### config.mk
export PLATFORM = sky130hd
export DESIGN_NAME = cacheline_burst_adapter
export DESIGN_NICKNAME = d
export VERILOG_FILES = /design/src/rtl/cache_pkg.sv /design/src/rtl/cacheline_burst_adapter.sv
export SDC_FILE = /design/constraint.sdc
export NUM_CORES = 1
export LEC_CHECK = 0
export ABC_AREA = 1
export ABC_CLOCK_PERIOD_IN_PS = 2300
export BUFFER_PORTS_ARGS = -buffer_cell sky130_fd_sc_hd__buf_2
export CAP_MARGIN = 20
export CORE_AREA = 5 5 274 276
export CTS_BUF_LIST = sky130_fd_sc_hd__clkbuf_4 sky130_fd_sc_hd__clkbuf_8
export CTS_CLUSTER_SIZE = 40
export DETAILED_ROUTE_END_ITERATION = 10
export DIE_AREA = 0 0 279 281
export PLACE_DENSITY = 0.55
export REMOVE_ABC_BUFFERS = 1
export SYNTH_ARGS = -nofsm -noshare
export SYNTH_HDL_FRONTEND = slang
export SYNTH_SLANG_ARGS = --single-unit
### constraint.sdc
create_clock -name clk -period 2.3 [get_ports clk]
set_input_delay 0.345 -clock clk [delete_from_list [all_inputs] [get_ports clk]]
set_output_delay 0.345 -clock clk [all_outputs]
set_load 0.05 [all_outputs]
### src/rtl/cache_pkg.sv
`default_nettype none
// ===========================================================================
// cache_pkg: shared line/burst geometry and burst adapter state encoding
// Revision 1.0
// ===========================================================================
package cache_pkg;

  localparam int LINE_W  = 256;
  localparam int BURST_W = 64;
  localparam int BEATS   = LINE_W / BURST_W;
  localparam int ADDR_W  = 32;
  localparam int OFF_W   = $clog2(LINE_W / 8);
  localparam int CNT_W   = $clog2(BEATS);

  typedef enum logic [1:0] {
    IDLE     = 2'd0,
    RD_BURST = 2'd1,
    WR_BURST = 2'd2,
    DONE     = 2'd3
  } adapter_state_e;

  function automatic logic [ADDR_W-1:0] line_align(input logic [ADDR_W-1:0] addr);
    return addr & ~ADDR_W'((1 << OFF_W) - 1);
  endfunction

endpackage
`default_nettype wire

### src/rtl/cacheline_burst_adapter.sv
`default_nettype none
// ===========================================================================
// cacheline_burst_adapter: 256-bit cache line <-> 4 x 64-bit memory bursts
// Revision 1.0
// ===========================================================================
module cacheline_burst_adapter
  import cache_pkg::*;
(
  input  logic               clk,
  input  logic               rst_n,
  input  logic [LINE_W-1:0]  line_i,
  output logic [LINE_W-1:0]  line_o,
  input  logic [ADDR_W-1:0]  address_i,
  input  logic               read_i,
  input  logic               write_i,
  output logic               resp_o,
  input  logic [BURST_W-1:0] burst_i,
  output logic [BURST_W-1:0] burst_o,
  output logic [ADDR_W-1:0]  address_o,
  output logic               read_o,
  output logic               write_o,
  input  logic               resp_i
);

  localparam logic [CNT_W-1:0] LAST_BEAT = CNT_W'(BEATS - 1);

  adapter_state_e    state;
  logic [CNT_W-1:0]  beat_cnt;
  logic [LINE_W-1:0] line_buf;
  logic [ADDR_W-1:0] addr_buf;

  assign address_o = addr_buf;
  assign burst_o   = write_o ? line_buf[int'(beat_cnt)*BURST_W +: BURST_W] : '0;

  // read_o/write_o/resp_o are registered alongside the state so they track it exactly
  always_ff @(posedge clk or negedge rst_n) begin
    if (!rst_n) begin
      state    <= IDLE;
      beat_cnt <= '0;
      line_buf <= '0;
      addr_buf <= '0;
      line_o   <= '0;
      read_o   <= 1'b0;
      write_o  <= 1'b0;
      resp_o   <= 1'b0;
    end else begin
      resp_o <= 1'b0;
      case (state)
        IDLE: begin
          beat_cnt <= '0;
          if (write_i) begin
            line_buf <= line_i;
            addr_buf <= line_align(address_i);
            write_o  <= 1'b1;
            state    <= WR_BURST;
          end else if (read_i) begin
            addr_buf <= line_align(address_i);
            read_o   <= 1'b1;
            state    <= RD_BURST;
          end
        end
        RD_BURST: begin
          if (resp_i) begin
            line_o[int'(beat_cnt)*BURST_W +: BURST_W] <= burst_i;
            if (beat_cnt == LAST_BEAT) begin
              beat_cnt <= '0;
              read_o   <= 1'b0;
              resp_o   <= 1'b1;
              state    <= DONE;
            end else begin
              beat_cnt <= beat_cnt + 1'b1;
            end
          end
        end
        WR_BURST: begin
          if (resp_i) begin
            if (beat_cnt == LAST_BEAT) begin
              beat_cnt <= '0;
              write_o  <= 1'b0;
              resp_o   <= 1'b1;
              state    <= DONE;
            end else begin
              beat_cnt <= beat_cnt + 1'b1;
            end
          end
        end
        default: begin
          state <= IDLE;
        end
      endcase
    end
  end

endmodule
`default_nettype wire

Word level (Yosys, flattened, before mapping)
Cells that the tools add are included.
Operators by class
  multiplexer cells: 22
  equal/unequal tests: 13
  shift operators: 3
  add/sub/neg operators: 2
  reduce and logical (&&, ||, !) cells: 13
Operators with widths (number)
  $bwmux W256: 1
  $shift A64 B33 Y256 const A: 1
  $shiftx A256 B9 Y64: 1
  $shiftx A64 B33 Y256: 1
  $mux W32: 2
  $mux W64: 1
  $neg A8 Y33: 1
  $ne A2 B2 Y1 const B: 7
  $mux W2: 6
  $mux W1: 8
  $pmux W2 S2: 2
  $reduce_and A2 Y1: 4
  $reduce_bool A2 Y1: 4
  $reduce_and A5 Y1: 1
  $eq A2 B2 Y1 const B: 2
  $ne A2 B1 Y1 const B: 2
  $pmux W1 S2: 2
  $reduce_and A4 Y1: 1
  $ne A3 B3 Y1 const B: 1
  $reduce_and A3 Y1: 1
  $add A2 B1 Y2 const B: 1
  $eq A2 B1 Y1 const B: 1
  $logic_not A2 Y1: 1
  $reduce_or A2 Y1: 1
Word-level totals
  input bits: 357
  output and inout bits: 355
  word-level logic and storage cells: 61
  bits in registers: 551

Longest topological paths before layout
Gate-level depths: netlist of the first run.
  word-level depth: 4
  gate-level depth with buffers: 10
  mapped depth without buffers: 8

Worst setup path before layout of the first run
Ideal clock, no wire load.
  path type: reg2out
  start: register beat_cnt[1]
  end: output port burst_o[15]
  data required time: 1.955 ns
  arrival: 1.835 ns
  buffers on the path: 2
  stages on the path, launching flop included: 6
  path slack: 0.120 ns
  cell sequence: dfrtp_1 > inv_1 > buf_2 > buf_1 > nand3_1 > a21oi_1
On the way
  word-level cells in the longest chain between the ends: 2
RTL lines
  start: declaration: line cacheline_burst_adapter.sv:28  | logic [CNT_W-1:0] beat_cnt;
  start signal: assignment: line cacheline_burst_adapter.sv:71  | beat_cnt <= beat_cnt + 1'b1;
  start signal: assignment: line cacheline_burst_adapter.sv:83  | beat_cnt <= beat_cnt + 1'b1;
  $shiftx A256 B9 Y64: line cacheline_burst_adapter.sv:33  | assign burst_o = write_o ? line_buf[int'(beat_cnt)*BURST_W +: BURST_W] : '0;
  $mux W64: line cacheline_burst_adapter.sv:33
  end: declaration: line cacheline_burst_adapter.sv:18  | output logic [BURST_W-1:0] burst_o,
No other way between the ends.

Final worst setup path of the first run
  start: register beat_cnt[0]
  end: output port burst_o[4]
Same word-level chain as after synthesis.

==> flow_metrics.tcl, run 1 <==
set metrics [dict create \
    reg2reg_to "line_o[217]" \
    setup_violations 64 \
    multi_input_area_sq_um 8170 \
    fin_skew_ps 38.6 \
    gr-total-overflow 0 \
    ir_worst_vdd_mv 1.29 \
    ys_warn_count 0 \
    fin_ws_ps -215 \
    grt_max_degree 108 \
    final_nets 4300 \
    routed_wl_mm 91.4 \
    syn_inst 2871 \
    coreArea_sq_um 72300 \
    worst_hold_startpoint "write_i" \
    r2r_cells 10 \
    port_buffers 701 \
    ys_seq_elements 546 \
    vias 23353 \
    reg2reg_from "beat_cnt[1]" \
    mostFrequentLayoutCell "nand2_1" \
    pwr-share-clk 0.173 \
    cts_root_buf "clkbuf_8" \
    critPathKind "flop to primary output" \
    cts.path.max_buffers 3 \
    clock_sinks 546 \
    final_cell_mix "nand2_1, buf_2, dfrtp_1, o21ai_0, dlygate4sd3_1" \
    post-route-period-util 1.09 \
    die_x_um 279 \
    violations "setup timing" \
    holdCritPathClass "primary input to flop" \
    hpwl_mm 58.7 \
    fillers 6885 \
    pwr-share-comb 0.550 \
    clock_latency_ps 680 \
    critPathArrivalTime_ps 2170 \
    cts_made_buffers 97 \
    cap_viol_max_count 0 \
    finalPower_mw 54.8 \
    p_leak_nw 18.5 \
    routedWlPerCell_um 18.4 \
    initial_core_util 0.327 \
    outcome "finished, violations left" \
    hold_viol_final 0 \
    p_per_area_nw_per_um2 1560 \
    clock.fmax_ghz 0.398 \
    yosysSeqAreaShare 0.578 \
    viasPerCell 4.71 \
    crit_fanout 18 \
    dr.first_iter.drc_count 1650 \
    regArea_sq_um 13700 \
    dr.pass1.iters 6 \
    die_area_sq_um 78400 \
    synth_cell_type_count 21 \
    whs_endpoint "read_o" \
    hold_slack_ps 111 \
    switchingPower_mw 27.1 \
    netlist_area_sq_um 23600 \
    cts.clk_slew.worst_paths_ps 60 \
    cts_tree "built" \
    rows 99 \
    grt_pass1_vias 23798 \
    drive_gt1_frac 0.263 \
    intPower_mw 27.7 \
    p_seq_frac 0.277 \
    tightest_slew_ps 569 \
    die_h_um 281 \
    cp.required_ps 1960 \
    ff2ff_setup_slack_ps 100 \
    switching_share 0.495 \
    grt_pass1_wl_mm 139 \
    cp-start-kind "flop" \
    drc_errors 0 \
    max-slew-margin-rel 0.621 \
    rsz0062_at_grt "true" \
    min_delay_path_depth 7 \
    gr-usage-all-layers 0.224 \
    drtAntennaViolNets 0 \
    drv_slew 0 \
    dpl-instance-area_sq_um 28400 \
    postLayoutCellArea_sq_um 35200 \
    io_pins 712 \
    htree_levels 3 \
    min_period_ps 2520 \
    endpoint_kind "primary output" \
    syn_area_per_cell_sq_um 8.23 \
    area_growth_pct 48.8 \
    routabilityCongestion 0.835 \
    setup-tns-final_ps -8900 \
    antenna_found_initial 5 \
]
## worst max path at each step
stage,slack (ps),startpoint,endpoint
2_1_floorplan,-6760,beat_cnt[0],line_o[128]
4_1_cts,-310,beat_cnt[0],burst_o[15]
3_3_place_gp,280,beat_cnt[0],burst_o[15]
5_1_grt,-310,beat_cnt[0],burst_o[61]
6_report,-220,beat_cnt[0],burst_o[4]
3_5_place_dp,270,beat_cnt[0],burst_o[15]
## metal layers
metal | routed length (um) | vias up | GRT usage
met1 | 38500 | 11088 | 0.292
li1 | - | 11109 | -
met2 | 42900 | 957 | 0.366
met5 | 27 | - | 0
met3 | 6880 | 195 | 0.0528
met4 | 3210 | 4 | 0.0833
## state kept, by name, indices dropped and copies added (netlist names)
| signal | flops |
|---|---|
| resp_o | 1 |
| beat_cnt | 2 |
| read_o | 1 |
| address_o | 27 |
| line_o | 256 |
| state | 2 |
| write_o | 1 |
| line_buf | 256 |
## timing repair
item | CTS | global route
endpoints found under the setup margin | 64 | 83
cloned | 6 | 5
buffers inserted | 9 | 2
endpoints found under the hold margin | 739 | 0
gates resized for setup | 181 | 61
hold buffers | 351 | 0
pin swaps | 19 | 15
## metrics by stage
stage          utilization  std cells  setup slack, ps
6_report             0.486       4959             -215
5_1_grt              0.486       4957             -312
4_1_cts              0.482       4950             -306
3_5_place_dp         0.393       4421              271
3_3_place_gp         0.393       4421              281
2_1_floorplan            -       2689            -6760
## power groups by stage
| stage | Combinational [mW] | Clock, mW | Sequential [mW] |
|---|---|---|---|
| 2_1_floorplan | 11.4 | 0 | 20.9 |
| 3_3_place_gp | 26.5 | 0 | 15.1 |
| 3_5_place_dp | 26.6 | 0 | 15.2 |
| 5_1_grt | 32.4 | 10.1 | 15.6 |
| 6_report | 30.1 | 9.48 | 15.1 |
| 4_1_cts | 29.6 | 9.73 | 15.1 |
## critical path, cell delays in order (launching register included)
cell	delay, ps
dfrtp_4	520
buf_12	190
buf_6	180
nand2_1	90
nand3_1	100
a21oi_2	220
buf_6	190
## kinds of logic (layout without fill, tap and decap cells)
group | Yosys count | after routing | synth area share
buffers and inverters | 520 | 1642 | 0.0914
other | 1 | 8 | 0.000159
AO/OA/AOI/OAI | 518 | 518 | 0.110
flip-flops | 546 | 546 | 0.578
AND/OR/NAND/NOR | 1276 | 1276 | 0.216
adder cells (fa/ha/maj) | 10 | 10 | 0.00529
## cell type report
type | count | area share
multi-input combinational | 1809 | 0.232
inverter | 334 | 0.0362
antenna | 3 | 0.000213
tap | 959 | 0.0341
sequential | 546 | 0.389
clock inverter | 12 | 0.00370
clock buffer | 151 | 0.0541
timing repair buffer | 1145 | 0.251
## cell usage after synthesis (all sizes together)
| cell type | instances | area share |
|---|---|---|
| nand2 | 979 | 0.16 |
| nor2 | 73 | 0.012 |
| ha | 10 | 0.0053 |
| o21ai | 452 | 0.096 |
| o22ai | 1 | 0.00026 |
| conb | 1 | 0.00016 |
| clkbuf | 54 | 0.0086 |
| nor3 | 1 | 0.00069 |
| or2 | 1 | 0.00026 |
| buf | 132 | 0.030 |
| a21oi | 65 | 0.014 |
| dfrtp | 546 | 0.58 |
| nand3 | 222 | 0.047 |
| inv | 334 | 0.053 |
Note: power is estimated with default switching activity, not from simulation.
==> run 2, diff against run 1 <==
- ABC_AREA: 1 -> unset
- CORE_AREA: 5 5 274 276 -> 5 5 272 274
- DIE_AREA: 0 0 279 281 -> 0 0 277 279
- PLACE_DENSITY: 0.55 -> 0.53
==> flow_metrics.tcl, run 2 <==
set metrics [dict create \
    post-route-period-util 1.17 \
    rows 98 \
    ff2ff_setup_slack_ps 70 \
    gr-total-overflow 0 \
    synth_xor_area_frac 0 \
    routedWlPerCell_um 22.1 \
    io_pins 712 \
    area_growth_pct 52.4 \
    critPathKind "flop to primary output" \
    vias 16839 \
    min_delay_path_depth 4 \
    clock_latency_ps 680 \
    synthSimpleGateAreaFrac 0.0270 \
    dr.first_iter.drc_count 890 \
    antenna_found_initial 4 \
    worst_hold_startpoint "write_i" \
    cap_viol_max_count 0 \
    finalPower_mw 48.6 \
    cts.path.max_buffers 3 \
    p_per_area_nw_per_um2 1450 \
    synth-edff-count 0 \
    drtAntennaViolNets 0 \
    synthFlopType "dfrtp_1" \
    synth_top_area_frac 0.621 \
    die_area_sq_um 77300 \
    dr.pass1.iters 4 \
    fin_skew_ps 35.6 \
    grt_max_degree 98 \
    setup_violations 64 \
    synth_cell_type_count 33 \
    crit_fanout 8 \
    synth_mux_area_frac 0.212 \
    holdCritPathClass "primary input to flop" \
    synth-compound-area-share 0.105 \
    endpoint_kind "primary output" \
    hpwl_mm 51.9 \
    cp.required_ps 1960 \
    final_cell_mix "buf_2, dfrtp_1, dlygate4sd3_1, mux2_2, a22o_1" \
    cts_root_buf "clkbuf_8" \
    syn_inst 1381 \
    p_leak_nw 16.4 \
    yosysSeqAreaShare 0.621 \
    rsz0062_at_grt "true" \
    final_core_util 0.472 \
    whs_endpoint "read_o" \
    critPathArrivalTime_ps 2350 \
    grt_pass1_vias 19079 \
    drive_gt1_frac 0.535 \
    fin_ws_ps -394 \
    dpl-instance-area_sq_um 27000 \
    viasPerCell 4.76 \
    drc_errors 0 \
    ir_worst_vdd_mv 1.33 \
    post-synth-top-area-cell "dfrtp_1" \
    regArea_sq_um 13700 \
    cts.clk_slew.worst_paths_ps 60 \
    clock.fmax_ghz 0.371 \
    final_nets 2878 \
    routed_wl_mm 78.3 \
    synth_area_leaders "dfrtp_1, mux2_2, a22o_1" \
    cp-start-kind "flop" \
    tightest_slew_ps 694 \
    min_period_ps 2690 \
    netlist_area_sq_um 22000 \
    setup-tns-final_ps -21580 \
    htree_levels 3 \
    multi_input_area_sq_um 7930 \
    cts_tree "built" \
    routabilityCongestion 0.834 \
    yosysMostFrequentCell "dfrtp_1" \
    cts_made_buffers 96 \
    pre_cts_ws_ps 102 \
    reg2reg_from "beat_cnt[0]" \
    coreArea_sq_um 71100 \
    grt_pass1_wl_mm 118 \
    synth_top_family_by_area "multiplexers" \
    mostFrequentLayoutCell "buf_2" \
    clock_sinks 546 \
    hold_viol_final 0 \
    postLayoutCellArea_sq_um 33500 \
    die_x_um 277 \
    syn_area_per_cell_sq_um 15.9 \
    violations "setup timing" \
    ys_warn_count 0 \
    initial_core_util 0.309 \
    fillers 6281 \
    synth_common_cells "dfrtp_1, mux2_2, a22o_1, and2_1, mux4_2" \
    gr-usage-all-layers 0.194 \
    synthArstFlopShare 1.00 \
    synthAdderAreaFrac 0.00568 \
    r2r_cells 7 \
    ys_seq_elements 546 \
    port_buffers 701 \
    reg2reg_to "line_o[177]" \
    outcome "finished, violations left" \
    max-slew-margin-rel 0.537 \
    die_h_um 279 \
    drv_slew 0 \
]
[run 2: worst max-delay path by stage]
| stage | cells past startpoint | slack (ps) | startpoint | endpoint |
|---|---|---|---|---|
| floorplan | 4 | -4640 | state[0] | line_buf[0] |
| global placement | 5 | 170 | beat_cnt[0] | burst_o[63] |
| detailed placement | 5 | 100 | state[1] | line_o[254] |
| CTS | 5 | -510 | beat_cnt[0] | burst_o[63] |
| global route | 5 | -520 | beat_cnt[0] | burst_o[35] |
| finish | 5 | -390 | beat_cnt[0] | burst_o[22] |
[run 2: per-stage QoR]
stage | cells | hold slack (ps)
after floorplan | 1275 | 49.4
after detailed placement | 2993 | 324
after global placement | 2993 | 316
after CTS | 3530 | 63.0
final | 3537 | 172
after global routing | 3537 | 124
[run 2: report_power, final]
group	switching, mW	total [mW]	internal, mW
registers	1.77	14.8	13.0
clock network	4.17	9.81	5.63
logic	13.5	24.0	10.4
[run 2: logic make-up after synthesis]
kind of cell | after synthesis
adders and majority gates | 10
AOI/OAI and AO/OA | 268
muxes | 350
other | 1
DFF | 546
buffers and inverters | 117
and+or+nand+nor | 89
[run 2: cell type report]
| cell class | instances | share of cell area |
|---|---|---|
| antenna | 1 | 0.0000746 |
| tap | 950 | 0.0354 |
| inverter | 7 | 0.000895 |
| clock inverter | 21 | 0.00604 |
| sequential | 546 | 0.408 |
| clock buffer | 152 | 0.0581 |
| timing repair buffer | 1138 | 0.256 |
| multi-input combinational | 722 | 0.236 |
[run 2: routing by layer]
metal / part of all wire / track usage / vias to the layer above
met5: 0.00017 / 0 / -
met4: 0.026 / 0.0641 / 2
met3: 0.081 / 0.0620 / 114
met2: 0.48 / 0.321 / 698
met1: 0.41 / 0.244 / 8571
li1: - / - / 7454
[run 2: timing repair]
| action | in CTS | in global routing |
|---|---|---|
| endpoints found under the setup margin | 64 | 218 |
| resized for setup | 157 | 52 |
| pin swaps | 0 | 1 |
| setup buffers | 11 | 2 |
| cloned | 3 | 5 |
| hold buffers | 350 | 0 |
| endpoints found under the hold margin | 633 | 0 |
[run 2: critical path, stage by stage (launching register included)]
cell and delay [ps]:
dfrtp_4 460, buf_12 170, buf_6 160, mux4_2 500
and2_1 170, buf_4 180
